===== src/rtl/xmodem_loader.sv =====
// XMODEM-checksum receiver: pops bytes from the UART RX FIFO, packs payload
// little-endian into NB_DATA-bit words, writes them to instruction memory and
// answers each block with ACK/NAK through the UART TX path.
module xmodem_loader #(
  parameter int NB_DATA        = 32,
  parameter int NB_UART_DATA   = 8,
  parameter int NB_ADDR        = 6,
  parameter int BLOCK_SIZE     = 128,
  parameter int NB_TIMEOUT     = 24,
  parameter int TIMEOUT_CYCLES = 10000000
) (
  input  logic                    clk,
  input  logic                    i_rst,
  input  logic                    i_en,
  input  logic [NB_UART_DATA-1:0] i_rx_data,
  input  logic                    i_rx_empty,
  output logic                    o_rx_rd,
  output logic                    o_tx_wr,
  output logic [NB_UART_DATA-1:0] o_tx_data,
  output logic                    o_tx_start,
  input  logic                    i_tx_done,
  output logic                    o_mem_we,
  output logic [NB_ADDR-1:0]      o_mem_addr,
  output logic [NB_DATA-1:0]      o_mem_wdata,
  output logic                    o_busy,
  output logic                    o_done,
  output logic                    o_error,
  output logic [7:0]              o_blk_count
);
  localparam int BPW    = NB_DATA / 8;
  localparam int WPB    = BLOCK_SIZE / BPW;
  localparam int BSEL_W = (BPW > 1) ? $clog2(BPW) : 1;
  localparam int WC_W   = $clog2(WPB + 1);
  localparam int BC_W   = $clog2(BLOCK_SIZE + 1);
  localparam logic [7:0] SOH = 8'h01, EOT = 8'h04, CAN = 8'h18;
  localparam logic [7:0] ACK = 8'h06, NAK = 8'h15;

  typedef enum logic [3:0] {
    S_WAIT_HDR, S_BLK, S_BLKN, S_DATA, S_CKSUM,
    S_RESP_WR, S_RESP_START, S_RESP_WAIT, S_DONE, S_ABORT
  } state_t;

  state_t                 state_q, state_d;
  logic                   pop, pop_q, consume, tmo_hit;
  logic                   accept, dup, ovf;
  logic [7:0]             rx_byte, blk_q, blkn_q, exp_q, sum_q, blk_cnt_q;
  logic [7:0]             resp_q, resp_d;
  logic                   eot_q, eot_d;
  logic [BC_W-1:0]        byte_cnt_q;
  logic [BSEL_W-1:0]      bsel_q;
  logic [WC_W-1:0]        word_cnt_q;
  logic [31:0]            blk_base_q, addr_full;
  logic [BPW-1:0][7:0]    word_q, word_nx;
  logic [NB_TIMEOUT-1:0]  tmo_q;
  logic                   busy_q, done_q, err_q, we_q;
  logic [NB_ADDR-1:0]     addr_q;
  logic [NB_DATA-1:0]     wdata_q;

  assign rx_byte = i_rx_data[7:0];

  // Pop gating, timeout detection, checksum verdict and word assembly.
  always_comb begin
    consume   = (state_q inside {S_WAIT_HDR, S_BLK, S_BLKN, S_DATA, S_CKSUM});
    // pop_q blocks the cycle after a pop so the FIFO empty flag can settle
    pop       = consume && i_en && !i_rx_empty && !pop_q && !i_rst;
    tmo_hit   = consume && i_en && !pop && (tmo_q == NB_TIMEOUT'(TIMEOUT_CYCLES - 1));
    accept    = pop && (state_q == S_CKSUM) && (blkn_q == ~blk_q) &&
                (rx_byte == sum_q) && (blk_q == exp_q);
    dup       = pop && (state_q == S_CKSUM) && (blkn_q == ~blk_q) &&
                (rx_byte == sum_q) && (blk_q == exp_q - 8'd1);
    addr_full = blk_base_q + 32'(word_cnt_q);
    ovf       = |addr_full[31:NB_ADDR];
    word_nx   = word_q;
    word_nx[bsel_q] = rx_byte;
  end

  // Next-state: byte-driven protocol walk; a timeout anywhere in the
  // receive path forces a NAK and resynchronises on the next header.
  always_comb begin
    state_d = state_q;
    resp_d  = resp_q;
    eot_d   = eot_q;
    if (i_en) begin
      case (state_q)
        S_WAIT_HDR: if (pop) begin
          if (rx_byte == SOH)      state_d = S_BLK;
          else if (rx_byte == EOT) begin state_d = S_RESP_WR; resp_d = ACK; eot_d = 1'b1; end
          else if (rx_byte == CAN) state_d = S_ABORT;
        end
        S_BLK:        if (pop) state_d = S_BLKN;
        S_BLKN:       if (pop) state_d = S_DATA;
        S_DATA:       if (pop && byte_cnt_q == BC_W'(BLOCK_SIZE - 1)) state_d = S_CKSUM;
        S_CKSUM: if (pop) begin
          state_d = S_RESP_WR;
          resp_d  = (accept || dup) ? ACK : NAK;
          eot_d   = 1'b0;
        end
        S_RESP_WR:    state_d = S_RESP_START;
        S_RESP_START: state_d = S_RESP_WAIT;
        S_RESP_WAIT:  if (i_tx_done) state_d = eot_q ? S_DONE : S_WAIT_HDR;
        default: ;
      endcase
      if (tmo_hit) begin
        state_d = S_RESP_WR;
        resp_d  = NAK;
        eot_d   = 1'b0;
      end
    end
  end

  // State and response registers.
  always_ff @(posedge clk) begin
    if (i_rst) begin
      state_q <= S_WAIT_HDR;
      resp_q  <= 8'h00;
      eot_q   <= 1'b0;
    end else begin
      state_q <= state_d;
      resp_q  <= resp_d;
      eot_q   <= eot_d;
    end
  end

  // Datapath: header capture, checksum, word packing, memory writes,
  // block sequencing, timeout counter and sticky status flags.
  always_ff @(posedge clk) begin
    if (i_rst) begin
      pop_q      <= 1'b0;
      tmo_q      <= '0;
      blk_q      <= 8'h00;
      blkn_q     <= 8'h00;
      exp_q      <= 8'd1;
      sum_q      <= 8'h00;
      blk_cnt_q  <= 8'h00;
      byte_cnt_q <= '0;
      bsel_q     <= '0;
      word_cnt_q <= '0;
      blk_base_q <= '0;
      word_q     <= '0;
      busy_q     <= 1'b0;
      done_q     <= 1'b0;
      err_q      <= 1'b0;
      we_q       <= 1'b0;
      addr_q     <= '0;
      wdata_q    <= '0;
    end else begin
      pop_q <= pop;
      we_q  <= 1'b0;
      if (pop || tmo_hit)      tmo_q <= '0;
      else if (i_en && consume) tmo_q <= tmo_q + NB_TIMEOUT'(1);
      if (pop) begin
        case (state_q)
          S_WAIT_HDR: begin
            if (rx_byte == SOH) begin
              busy_q     <= 1'b1;
              byte_cnt_q <= '0;
              bsel_q     <= '0;
              word_cnt_q <= '0;
              sum_q      <= 8'h00;
            end else if (rx_byte == CAN) begin
              err_q  <= 1'b1;
              busy_q <= 1'b0;
            end
          end
          S_BLK:  blk_q  <= rx_byte;
          S_BLKN: blkn_q <= rx_byte;
          S_DATA: begin
            sum_q      <= sum_q + rx_byte;
            byte_cnt_q <= byte_cnt_q + BC_W'(1);
            word_q     <= word_nx;
            if (bsel_q == BSEL_W'(BPW - 1)) begin
              bsel_q     <= '0;
              word_cnt_q <= word_cnt_q + WC_W'(1);
              // only the expected block may touch memory; duplicates never overwrite
              if (blk_q == exp_q) begin
                if (ovf) err_q <= 1'b1;
                else begin
                  we_q    <= 1'b1;
                  addr_q  <= addr_full[NB_ADDR-1:0];
                  wdata_q <= word_nx;
                end
              end
            end else begin
              bsel_q <= bsel_q + BSEL_W'(1);
            end
          end
          S_CKSUM: if (accept) begin
            exp_q      <= exp_q + 8'd1;
            blk_base_q <= blk_base_q + 32'(WPB);
            blk_cnt_q  <= blk_cnt_q + 8'd1;
          end
          default: ;
        endcase
      end
      if (i_en && state_q == S_RESP_WAIT && i_tx_done && eot_q) begin
        done_q <= 1'b1;
        busy_q <= 1'b0;
      end
    end
  end

  assign o_rx_rd     = pop;
  assign o_tx_wr     = !i_rst && i_en && (state_q == S_RESP_WR);
  assign o_tx_start  = !i_rst && i_en && (state_q == S_RESP_START);
  assign o_tx_data   = NB_UART_DATA'(resp_q);
  assign o_mem_we    = we_q;
  assign o_mem_addr  = addr_q;
  assign o_mem_wdata = wdata_q;
  assign o_busy      = busy_q;
  assign o_done      = done_q;
  assign o_error     = err_q;
  assign o_blk_count = blk_cnt_q;
endmodule


===== config.mk =====
export PLATFORM = sky130hd
export DESIGN_NAME = xmodem_loader
export DESIGN_NICKNAME = d
export VERILOG_FILES = /design/src/rtl/xmodem_loader.sv
export SDC_FILE = /design/constraint.sdc
export NUM_CORES = 1
export LEC_CHECK = 0
export ABC_AREA = 1
export CELL_PAD_IN_SITES_DETAIL_PLACEMENT = 0
export CELL_PAD_IN_SITES_GLOBAL_PLACEMENT = 2
export CORE_MARGIN = 2
export CORE_UTILIZATION = 33
export DETAILED_ROUTE_END_ITERATION = 7
export PLACE_DENSITY = 0.87
export SYNTH_ARGS = -nofsm -noshare
export SYNTH_HDL_FRONTEND = slang
export SYNTH_SLANG_ARGS = --single-unit

===== constraint.sdc =====
create_clock -name clk -period 2.7 [get_ports clk]
set_input_delay 0.54 -clock clk [delete_from_list [all_inputs] [get_ports clk]]
set_output_delay 0.54 -clock clk [all_outputs]
set_load 0.01 [all_outputs]

# Word-level counts from Yosys, hierarchy flattened
# Index checks and enable logic that the tools add are counted.
# word_totals
regBits,200
latchBits,0
ramBits,0
romBits,0
inputBits,13
out_inout_bits,61
word_cells,166
n_memories,0
# op_classes
addsub,10
n_mul,0
n_div,0
magnitude_cmp,2
eq_ne,32
shifts,0
n_mux,46
n_bitwise,6
n_reduce_logical,46
# ops
cell,n
8-bit 2-to-1 mux,7
8-bit case mux with 2 select lines,3
4-bit 2-to-1 mux,11
32-bit by 6-bit adder with 32-bit output,1
32-bit by 6-bit adder with 32-bit output (second input constant),1
32-bit bitwise mux,1
8-bit == test,4
4-bit case mux with 8 select lines,1
26-bit OR reduction,1
24-bit by 1-bit adder with 24-bit output (second input constant),1
8-bit by 1-bit adder with 8-bit output (second input constant),3
24-bit == test (second input constant),1
1-bit logical AND,19
3-bit inequality test (second input constant),6
8-bit demux with 2-bit select,1
4-bit by 3-bit == test with 1-bit output (second input constant),4
1-bit 2-to-1 mux,13
6-bit 2-to-1 mux,2
6-bit case mux with 2 select lines,1
3-bit AND reduction,3
9-bit AND reduction,1
9-bit nonzero test,1
8-bit adder,1
4-bit by 2-bit == test with 1-bit output (second input constant),2
other kinds (34),53

# Depth between registers and ports, before layout
# Gate-level depths: netlist (run 1).
# depth
depth_word,15
mapped_depth,19
depth_no_buf,18

# Least setup slack after synthesis (run 1)
# OpenSTA, ideal clock, no wires.
# synth_path
kind,input to register
startpoint,input port i_rx_data[2]
endpoint,register exp_q[6]
setup_ns,0.113
arrival_ns,2.153
required_ns,2.587
path_slack_ns,0.434
cell_stages,14
n_path_buf,1
path_cell_list,ha_1 -> nor2_1 -> nand2_1 -> nor2_1 -> nand3_1 -> nor3_1 -> nand3_1 -> nor2_1 -> buf_2 -> nand4_1 -> nor2_1 -> nand2_1 -> nand2_1 -> nor2_1
# synth_via
elab_chain_cells,4
# synth_lines
item,line,rtl
"start, declared",15,"input logic [NB_UART_DATA-1:0] i_rx_data,"
8-bit == test,68,(rx_byte == sum_q) && (blk_q == exp_q);
1-bit logical AND,67,accept = pop && (state_q == S_CKSUM) && (blkn_q == ~blk_q) &&
1-bit logical AND,68,
3-bit AND reduction (no line),--,
"end signal, assigned",188,exp_q <= exp_q + 8'd1;
"end, declared",46,"logic [7:0] rx_byte, blk_q, blkn_q, exp_q, sum_q, blk_cnt_q;"
# Every way passes these cells.
# A chain may end at the register's enable or synchronous reset.

# Final worst setup path (run 1)
# layout_path
startpoint,input port i_rx_data[2]
endpoint,register blk_base_q[22]
# layout_via
elab_chain_cells,4
# layout_lines
item,line,rtl
8-bit == test,68,
1-bit logical AND,67,
1-bit logical AND,68,
3-bit AND reduction (no line),--,
"end signal, assigned",189,blk_base_q <= blk_base_q + 32'(WPB);
"end, declared",52,"logic [31:0] blk_base_q, addr_full;"
# Every way passes these cells.

==> summary.txt, run 1 <==
Placement
  • Gpl congestion: 0.853
  • Dpl ws: -0.346 ns
  • HPWL after DPL: 21400 µm
  • Port bufs: 69
  • Placed inst area: 11900 µm²

STA
  • Tightest Pin Transition: 0.863 ns
  • Final-report hold violation count: 0
  • Max frequency: 0.394 GHz
  • Fin crit share: 0.939
  • Setup-failing EPs final: 0
  • Worst setup margin: 0.165 ns
  • Slew HR: 0.425
  • Final Max Slew Viols: 0
  • Clk_skew: 0.0164 ns
  • Post-layout minimum cycle time: 2.54 ns
  • Unrepaired setup endpoints after global routing: true

Synthesis
  • Post-synth EDFFs: 0
  • Yosys top cell area share: 0.375
  • Asr flop ratio synth: 0
  • Most frequent cell after synthesis: nand2_1
  • Post-synth top cells: nand2_1, dfxtp_1, inv_1
  • Synth Warn #: 0
  • Post-synthesis cell type count: 44
  • Synth area leader: dfxtp_1
  • Synthesis-stage register bit count: 190
  • Avg Cell Area, Syn: 6.73 µm²
  • Mapped Cells: 1507
  • Largest cells by area after synthesis: dfxtp_1, nand2_1, a21oi_1, inv_1, nor2_1
  • Sequential share of the synthesized area: 0.375
  • Mapped Area: 10100 µm²
  • Post-synth top flop: dfxtp_1

Route
  • Final WL: 28900 µm
  • Residual DRC: 0
  • Router iterations before antenna repair: 5
  • Vias: 9835
  • Initial DRC count: 539
  • Drt wl/cell: 14.1 µm
  • Routed Antenna Nets: 0
  • Drt via density: 4.79

Worst setup path
  • Worst-path cell with the longest stage delay: clkdlybuf4s50_1
  • Crit path required time: 3.06 ns
  • Crit. Startpoint: i_rx_data[2]
  • CP max stage delay: 0.45 ns
  • Crit path cell chain: clkdlybuf4s50_1, ha_1, nor2_1, nand2_1, nor2_1, nand3_1, nor3_2, nand3_1, nor2_2, buf_6, nand4_1, o21ai_0, nor3b_1
  • Worst setup EP type: flip-flop
  • Startpoint types: primary input
  • R2r startpoint: blk_base_q[9]$_SDFFE_PP0P_
  • WS Path Type: in -> reg
  • Crit path DAT: 2.90 ns
  • Highest fanout seen on the critical path: 9

Final layout
  • Ant. Diodes: 0
  • Layout cells sized above 1: 0.118
  • Final cell utilization of the core: 0.416
  • Area of the multi-input gates: 5500 µm²
  • Design Area, Final: 12700 µm²
  • Filler cells: 3293
  • Area growth, synth to finish: 24.8%
  • Fin nets: 1678
  • Register area: 3810 µm²

Clock network
  • CTS max path bufs: 2
  • Root buf cell: clkbuf_16
  • Clock Sinks: 190
  • H-tree Lvls: 4
  • Worst-path clk slew: 0.07 ns
  • CTS Buf Count: 17
  • Clk_lat worst skew: 0.45 ns
  • CTS tree: yes

Power
  • LEAKAGE: 0.00500 µW
  • Clock power frac: 0.474
  • Sw Ratio: 0.240
  • Logic pwr share: 0.041
  • Cell Pwr Density: 457 nW/µm²
  • Sequential power share: 0.485
  • Internal power: 4390 µW
  • Worst vdd rail ir drop: 0.471 mV
  • Net Sw Power: 1390 µW

Global routing
  • Antenna violations before repair: 0
  • GRT Residual Overflow: 0
  • GRT Resource Usage Total: 0.188
  • Global-route wire length before repair: 47800 µm
  • Largest net degree at the start of global routing: 77
  • Number of global-route vias before repair: 9407

Die
  • Cell Rows: 64
  • Die height: 179 µm
  • Die area: 32200 µm²
  • # IOs: 74
  • Core area: 30400 µm²
  • Die width: 179 µm
  • Initial Util: 0.333

Status
  • Status: complete, no violations

Worst hold path
  • Hold Crit Start: i_rst
  • Hold WC Path Type: in -> reg

Flow run
  • Max Cap Viol: 0
==> logic make-up after synthesis <==
| family | after synthesis | synth area share |
|---|---|---|
| adders and majority gates | 21 | 0.0266 |
| other | 1 | 0.000370 |
| buffers and inverters | 249 | 0.0971 |
| DFF | 190 | 0.375 |
| AOI/OAI and AO/OA | 291 | 0.156 |
| and+or+nand+nor | 708 | 0.304 |
| xor gates and xnor gates | 47 | 0.0406 |
==> registers in the layout (all words and copies together), names as in the netlist <==
register	cells
o_blk_count	8
byte_cnt_q	8
o_mem_we	1
blkn_q	8
eot_q	1
o_busy	1
o_mem_wdata	32
tmo_q	24
o_tx_data	3
o_done	1
sum_q	8
word_q	32
state_q	4
bsel_q	2
word_cnt_q	6
o_error	1
blk_base_q	27
pop_q	1
exp_q	8
blk_q	8
o_mem_addr	6
==> power groups by stage <==
stage / logic [µW] / clock network [µW] / registers, µW
floorplan: 122 / 0 / 2870
global placement: 232 / 0 / 2870
detailed placement: 234 / 0 / 2870
CTS: 237 / 2820 / 2800
global route: 263 / 2930 / 2810
finish: 236 / 2740 / 2810
==> layout by cell type (no fill, tap or decap), types with 16 or more instances in the layout <==
cell type,instances
nand3_1,96
a21oi_1,153
dfxtp_1,187
o21a_1,36
o21ai_0,80
buf_4,99
nor3_1,33
nand2_1,327
clkdlybuf4s50_1,65
ha_1,16
nor2_1,153
inv_1,183
nand4_1,34
clkbuf_16,17
xor2_1,33
==> area by class of cell <==
class	instances	area share
Inverter	192	0.0575
Multi-Input combinational cell	1071	0.434
Clock inverter	14	0.0143
Timing Repair Buffer	172	0.119
Clock buffer	18	0.0347
Sequential cell	190	0.301
Tap cell	396	0.0391
==> path summary, 6_finish.rpt <==
path                                                     end  slack [ns]  cells after the start
worst min register to register  o_mem_wdata[23]$_SDFFE_PP0P_        0.44                      2
worst max-delay path             blk_base_q[22]$_SDFFE_PP0P_        0.16                     13
worst max register to register    o_mem_addr[3]$_SDFFE_PP0P_        0.25                     17
worst min-delay path                    o_error$_SDFFE_PP0P_        0.39                      2
==> per-layer routing <==
layer  share of wire  vias up  track usage
met3           0.029       27       0.0318
met4           0.018        0       0.0528
met5               0        -            0
li1                -     5163            -
met2            0.47      122        0.312
met1            0.49     4523        0.250
==> critical path: cells and delay by family <==
family | cells | cell delay [ns]
fa+ha+maj | 1 | 0.36
buf+inv | 2 | 0.60
compound gates | 1 | 0.19
simple gates | 9 | 1.20
==> per-stage QoR <==
stage               hold WS [ns]  instances  setup TNS, ns  power [µW]
global route               0.411       2053       -0.00846        6000
floorplan                  0.435       1510              0        2990
finish                     0.394       2053              0        5780
global placement           0.432       2019          -4.80        3100
detailed placement         0.431       2019          -6.65        3100
CTS                        0.389       2051              0        5860
==> what timing repair did <==
action | in CTS | in global routing
setup buffers | 0 | 2
gates resized for setup | 11 | 26
pin swaps | 0 | 4
hold buffers | 0 | 0
endpoints found under the setup margin | 39 | 46
No activity file was read; power rests on OpenSTA's default activity.
==> inputs of run 2 (changes only) <==
--- a/config.mk
+++ b/config.mk
@@ -8,7 +8,6 @@
 export ABC_AREA = 1
 export CELL_PAD_IN_SITES_DETAIL_PLACEMENT = 0
 export CELL_PAD_IN_SITES_GLOBAL_PLACEMENT = 2
-export CORE_MARGIN = 2
 export CORE_UTILIZATION = 33
 export DETAILED_ROUTE_END_ITERATION = 7
 export PLACE_DENSITY = 0.87
==> summary.txt, run 2 (synthesis gave the netlist of run 1 again) <==
Status
  • Status: complete, no violations

Worst setup path
  • Crit path required time: 2.16 ns
  • Crit path DAT: 2.08 ns
  • R2R setup slack: 0.24 ns
  • Startpoint types: primary input
  • WS Path Type: in -> out
  • Crit. Startpoint: i_en
  • Highest fanout seen on the critical path: 4
  • R2r startpoint: blk_base_q[7]$_SDFFE_PP0P_
  • Cell count of the worst reg-to-reg path: 16
  • Crit path to: o_tx_wr
  • Worst setup EP type: output pin
  • Worst R2R End: o_mem_addr[3]$_SDFFE_PP0P_

Global routing
  • Global-route wire length before repair: 47000 µm
  • Largest net degree at the start of global routing: 77
  • Number of global-route vias before repair: 9304
  • Antenna violations before repair: 0
  • GRT Resource Usage Total: 0.189
  • GRT Residual Overflow: 0

Route
  • Residual DRC: 0
  • Routed Antenna Nets: 0
  • Final WL: 28400 µm
  • Initial DRC count: 500
  • Drt via density: 4.77
  • Router iterations before antenna repair: 7
  • Drt wl/cell: 13.9 µm
  • Vias: 9732

STA
  • Clk_skew: 0.0203 ns
  • Max frequency: 0.382 GHz
  • Slew HR: 0.454
  • Fin crit share: 0.969
  • Worst setup margin: 0.0835 ns
  • Setup-failing EPs final: 0
  • Unrepaired setup endpoints after global routing: false
  • Final-report hold violation count: 0
  • Tightest Pin Transition: 0.819 ns
  • Final Max Slew Viols: 0
  • Post-layout minimum cycle time: 2.62 ns

Clock network
  • CTS Buf Count: 17
  • Cts hold-fix bufs: 0
  • Clk_lat worst skew: 0.45 ns
  • CTS max path bufs: 2
  • H-tree Lvls: 4
  • CTS tree: yes
  • Setup Buffers After CTS: 0
  • Root buf cell: clkbuf_16
  • Worst-path clk slew: 0.07 ns
  • Clock Sinks: 190

Final layout
  • Most frequent cells in the layout: nand2_1, dfxtp_1, inv_1
  • Layout cells sized above 1: 0.108
  • Most common cell after layout, fill and taps aside: nand2_1
  • Ant. Diodes: 0
  • Final cell utilization of the core: 0.418
  • Fin nets: 1672
  • Area growth, synth to finish: 23.6%

Power
  • LEAKAGE: 0.00492 µW
  • Net Sw Power: 1430 µW
  • Sequential power share: 0.497
  • Worst vdd rail ir drop: 0.429 mV
  • Internal power: 4210 µW
  • Logic pwr share: 0.041
  • Sw Ratio: 0.254
  • Clock power frac: 0.462
  • Cell Pwr Density: 450 nW/µm²

Die
  • Cell Rows: 63
  • # IOs: 74
  • Die width: 177 µm
  • Die area: 31400 µm²
  • Core area: 30000 µm²
  • Initial Util: 0.339
  • Die height: 177 µm

Flow run
  • Max Cap Viol: 0

Placement
  • Port bufs: 69
  • Gpl congestion: 0.913
  • HPWL after DPL: 21100 µm
  • Dpl ws: -0.348 ns

Worst hold path
  • Hold WC Path Type: reg -> reg
==> run 2: critical path, cell delays in order <==
cell and delay (ns):
clkdlybuf4s50_1 0.58, nand2_1 0.10, nor4_1 0.25, clkdlybuf4s50_1 0.61
==> run 2: how the worst min path moves through the flow <==
stage | startpoint | to | slack (ns) | cells past startpoint
2_1_floorplan | word_q[0]$_SDFFE_PP0P_ | word_q[0]$_SDFFE_PP0P_ | 0.44 | 1
3_3_place_gp | o_mem_wdata[20]$_SDFFE_PP0P_ | o_mem_wdata[20]$_SDFFE_PP0P_ | 0.43 | 2
3_5_place_dp | o_mem_wdata[12]$_SDFFE_PP0P_ | o_mem_wdata[12]$_SDFFE_PP0P_ | 0.43 | 2
4_1_cts | o_mem_wdata[12]$_SDFFE_PP0P_ | o_mem_wdata[12]$_SDFFE_PP0P_ | 0.44 | 2
5_1_grt | o_mem_wdata[8]$_SDFFE_PP0P_ | o_mem_wdata[8]$_SDFFE_PP0P_ | 0.47 | 2
6_report | o_mem_wdata[12]$_SDFFE_PP0P_ | o_mem_wdata[12]$_SDFFE_PP0P_ | 0.44 | 2
==> run 2: what timing repair did <==
action	4_1_cts	5_1_grt
pin swaps	0	6
gates resized for setup	4	19
endpoints found under the setup margin	10	43
==> run 2: final cells by class <==
| cell class | instances | area (µm²) |
|---|---|---|
| clock buffer | 17 | 425 |
| clock inverter | 15 | 174 |
| fill | 3143 | 17400 |
| inverter | 192 | 726 |
| multi-input combinational | 1071 | 5430 |
| sequential | 190 | 3810 |
| tap | 390 | 488 |
| timing repair buffer | 166 | 1480 |
==> run 2: power by group through the flow <==
| stage | sequential (µW) | clock (µW) | combinational [µW] |
|---|---|---|---|
| 2_1_floorplan | 2870 | 0 | 122 |
| 3_3_place_gp | 2870 | 0 | 228 |
| 3_5_place_dp | 2870 | 0 | 228 |
| 4_1_cts | 2800 | 2690 | 229 |
| 5_1_grt | 2800 | 2790 | 255 |
| 6_report | 2800 | 2610 | 228 |
==> run 2: through the flow <==
| stage | TNS, ns | power, µW | hold WS (ns) | cell area (µm²) | instances |
|---|---|---|---|---|---|
| 3_3_place_gp | -5.02 | 3100 | 0.433 | 11900 | 2009 |
| 2_1_floorplan | 0 | 2990 | 0.435 | 10200 | 1510 |
| 5_1_grt | 0 | 5850 | 0.466 | 12500 | 2041 |
| 4_1_cts | 0 | 5730 | 0.442 | 12500 | 2041 |
| 6_report | 0 | 5640 | 0.440 | 12500 | 2041 |
| 3_5_place_dp | -6.26 | 3100 | 0.431 | 11900 | 2009 |
==> run 2: per-layer routing <==
layer	GRT usage	share of wire	vias up
li1	-	-	5170
met1	0.254	0.49	4396
met2	0.311	0.47	142
met3	0.0308	0.029	24
met4	0.0513	0.015	0
met5	0	0	-
==> inputs of run 3 (changes only) <==
--- a/config.mk
+++ b/config.mk
@@ -11,6 +11,7 @@
 export CORE_UTILIZATION = 33
 export DETAILED_ROUTE_END_ITERATION = 7
 export PLACE_DENSITY = 0.87
+export SETUP_SLACK_MARGIN = 0.2
 export SYNTH_ARGS = -nofsm -noshare
 export SYNTH_HDL_FRONTEND = slang
 export SYNTH_SLANG_ARGS = --single-unit
==> summary.txt, run 3 (synthesis gave the netlist of run 1 again) <==
Global routing
  • M3 GR Usage: 0.0308
  • Number of global-route vias before repair: 9318
  • Antenna violations before repair: 0
  • Largest net degree at the start of global routing: 77
  • M2 GR Usage: 0.312
  • GRT Resource Usage Total: 0.189
  • Gr busiest metal: met2
  • Global-route wire length before repair: 47100 µm
  • M1 GR Usage: 0.254
  • GRT Residual Overflow: 0

Route
  • Drt wl/cell: 14.4 µm
  • Final WL: 29700 µm
  • Routed Antenna Nets: 0
  • Vias: 9951
  • Router iterations before antenna repair: 5
  • Residual DRC: 0
  • Initial DRC count: 489
  • Drt via density: 4.84

Worst setup path
  • Worst-path cell with the longest stage delay: dfxtp_4
  • CP max stage delay: 0.37 ns
  • Crit path DAT: 2.83 ns
  • CP delay by family, top: simple AND/OR/NAND/NOR gates
  • Bufs and invs on worst path: 5
  • Startpoint types: flip-flop
  • WS Path Type: reg -> reg
  • Highest fanout seen on the critical path: 6
  • Worst setup EP type: flip-flop
  • Crit path required time: 3.04 ns
  • Crit path cell chain: ha_4, ha_4, nand3_4, buf_6, inv_2, buf_4, nand3_4, nand2_2, nand2_2, nand3_2, nor2_1, nand2_1, nor2_1, nand2_2, inv_8, nand2_8, buf_6, o21ai_1, nor2_1

Clock network
  • CTS Buf Count: 17
  • Worst-path clk slew: 0.08 ns
  • Root buf cell: clkbuf_16
  • CTS max path bufs: 2
  • CTS tree: yes
  • H-tree Lvls: 4
  • Clock Sinks: 190
  • Clk_lat worst skew: 0.45 ns

STA
  • Max frequency: 0.403 GHz
  • Hold Worst Slack: 0.441 ns
  • Clk_skew: 0.0176 ns
  • Final-report hold violation count: 0
  • Tightest Pin Transition: 0.828 ns
  • Slew HR: 0.448
  • Final Max Slew Viols: 0
  • Unrepaired setup endpoints after global routing: true
  • Worst setup margin: 0.217 ns
  • Setup-failing EPs final: 0
  • Fin crit share: 0.920
  • Post-layout minimum cycle time: 2.48 ns

Flow run
  • Max Cap Viol: 0

Die
  • Die area: 31400 µm²
  • Die height: 177 µm
  • # IOs: 74
  • Die width: 177 µm
  • Core area: 30000 µm²
  • Cell Rows: 63
  • Initial Util: 0.339

Power
  • Final Total Pwr: 5660 µW
  • Cell Pwr Density: 432 nW/µm²
  • Worst vdd rail ir drop: 0.429 mV
  • LEAKAGE: 0.00517 µW

Final layout
  • Area of the multi-input gates: 5730 µm²
  • Register area: 3820 µm²
  • Final cell utilization of the core: 0.437
  • Most frequent cells in the layout: nand2_1, inv_1, dfxtp_1
  • Area growth, synth to finish: 29.1%
  • Fin nets: 1688
  • Most common cell after layout, fill and taps aside: nand2_1
  • Layout cells sized above 1: 0.152
  • Ant. Diodes: 0
  • Filler cells: 3094

Worst hold path
  • Hold WC Path Type: reg -> reg

Placement
  • Port bufs: 69
  • Gpl congestion: 0.913
  • HPWL after DPL: 21100 µm
  • Dpl ws: -0.348 ns

Status
  • Status: complete, no violations
## run 3: cell types whose count changed in the layout (fill, tap and decap cells not counted), moves of 6 or more
cell / change
nand3_1: -11
a21oi_1: -16
clkdlybuf4s50_1: -10
dfxtp_1: -7
nand2_1: -9
nor2_4: +9
a21oi_2: +16
dfxtp_2: +7
nor2_1: -7
nand3_2: +9
dlymetal6s2s_1: +6
## run 3: what timing repair did
item                       CTS  global route
setup endpoints to repair   45            71
pin swaps                    2            16
resized for setup           18           102
gates cloned                 0             7
buffers inserted             0             9
hold buffers                 0             0
## run 3: area by class of cell
type / count / area share
clock buffers: 17 / 0.0325
clock inverters: 15 / 0.0133
inverters: 192 / 0.0560
multi-input cells: 1072 / 0.438
flip-flops and latches: 190 / 0.292
well taps: 390 / 0.0373
repair buffers: 181 / 0.132
## run 3: metal layers
layer	share of wire	vias to the layer above	wire, µm
met5	0	-	0
met4	0.016	0	487
met3	0.024	31	707
met2	0.47	144	13900
met1	0.49	4573	14600
li1	-	5203	-
## run 3: report_power, final
group | total (µW) | internal, µW | switching (µW)
logic | 235 | 81.0 | 154
registers | 2800 | 2800 | 2.51
clock network | 2620 | 1330 | 1290
## run 3: worst min-delay path: cells and delay by family (launching register included)
family | cells | cell delay [ns]
buf+inv | 1 | 0.05
compound gates | 1 | 0.05
flops | 1 | 0.31
## run 3: per-stage QoR
stage	cells	TNS (ns)	instance area, µm²
2_1_floorplan	1510	0	10200
3_3_place_gp	2009	-5.02	11900
3_5_place_dp	2009	-6.26	11900
4_1_cts	2041	0	12500
5_1_grt	2057	0	13100
6_report	2057	0	13100
## run 3: path summary, 6_finish.rpt
| check | startpoint | end | slack (ns) | cells past startpoint |
|---|---|---|---|---|
| setup / recovery | word_cnt_q[5]$_SDFFE_PP0P_ | o_mem_addr[3]$_SDFFE_PP0P_ | 0.22 | 19 |
| hold reg to reg | o_mem_wdata[20]$_SDFFE_PP0P_ | o_mem_wdata[20]$_SDFFE_PP0P_ | 0.44 | 2 |
| hold / removal | o_mem_wdata[20]$_SDFFE_PP0P_ | o_mem_wdata[20]$_SDFFE_PP0P_ | 0.44 | 2 |
| setup reg to reg | word_cnt_q[5]$_SDFFE_PP0P_ | o_mem_addr[3]$_SDFFE_PP0P_ | 0.22 | 19 |
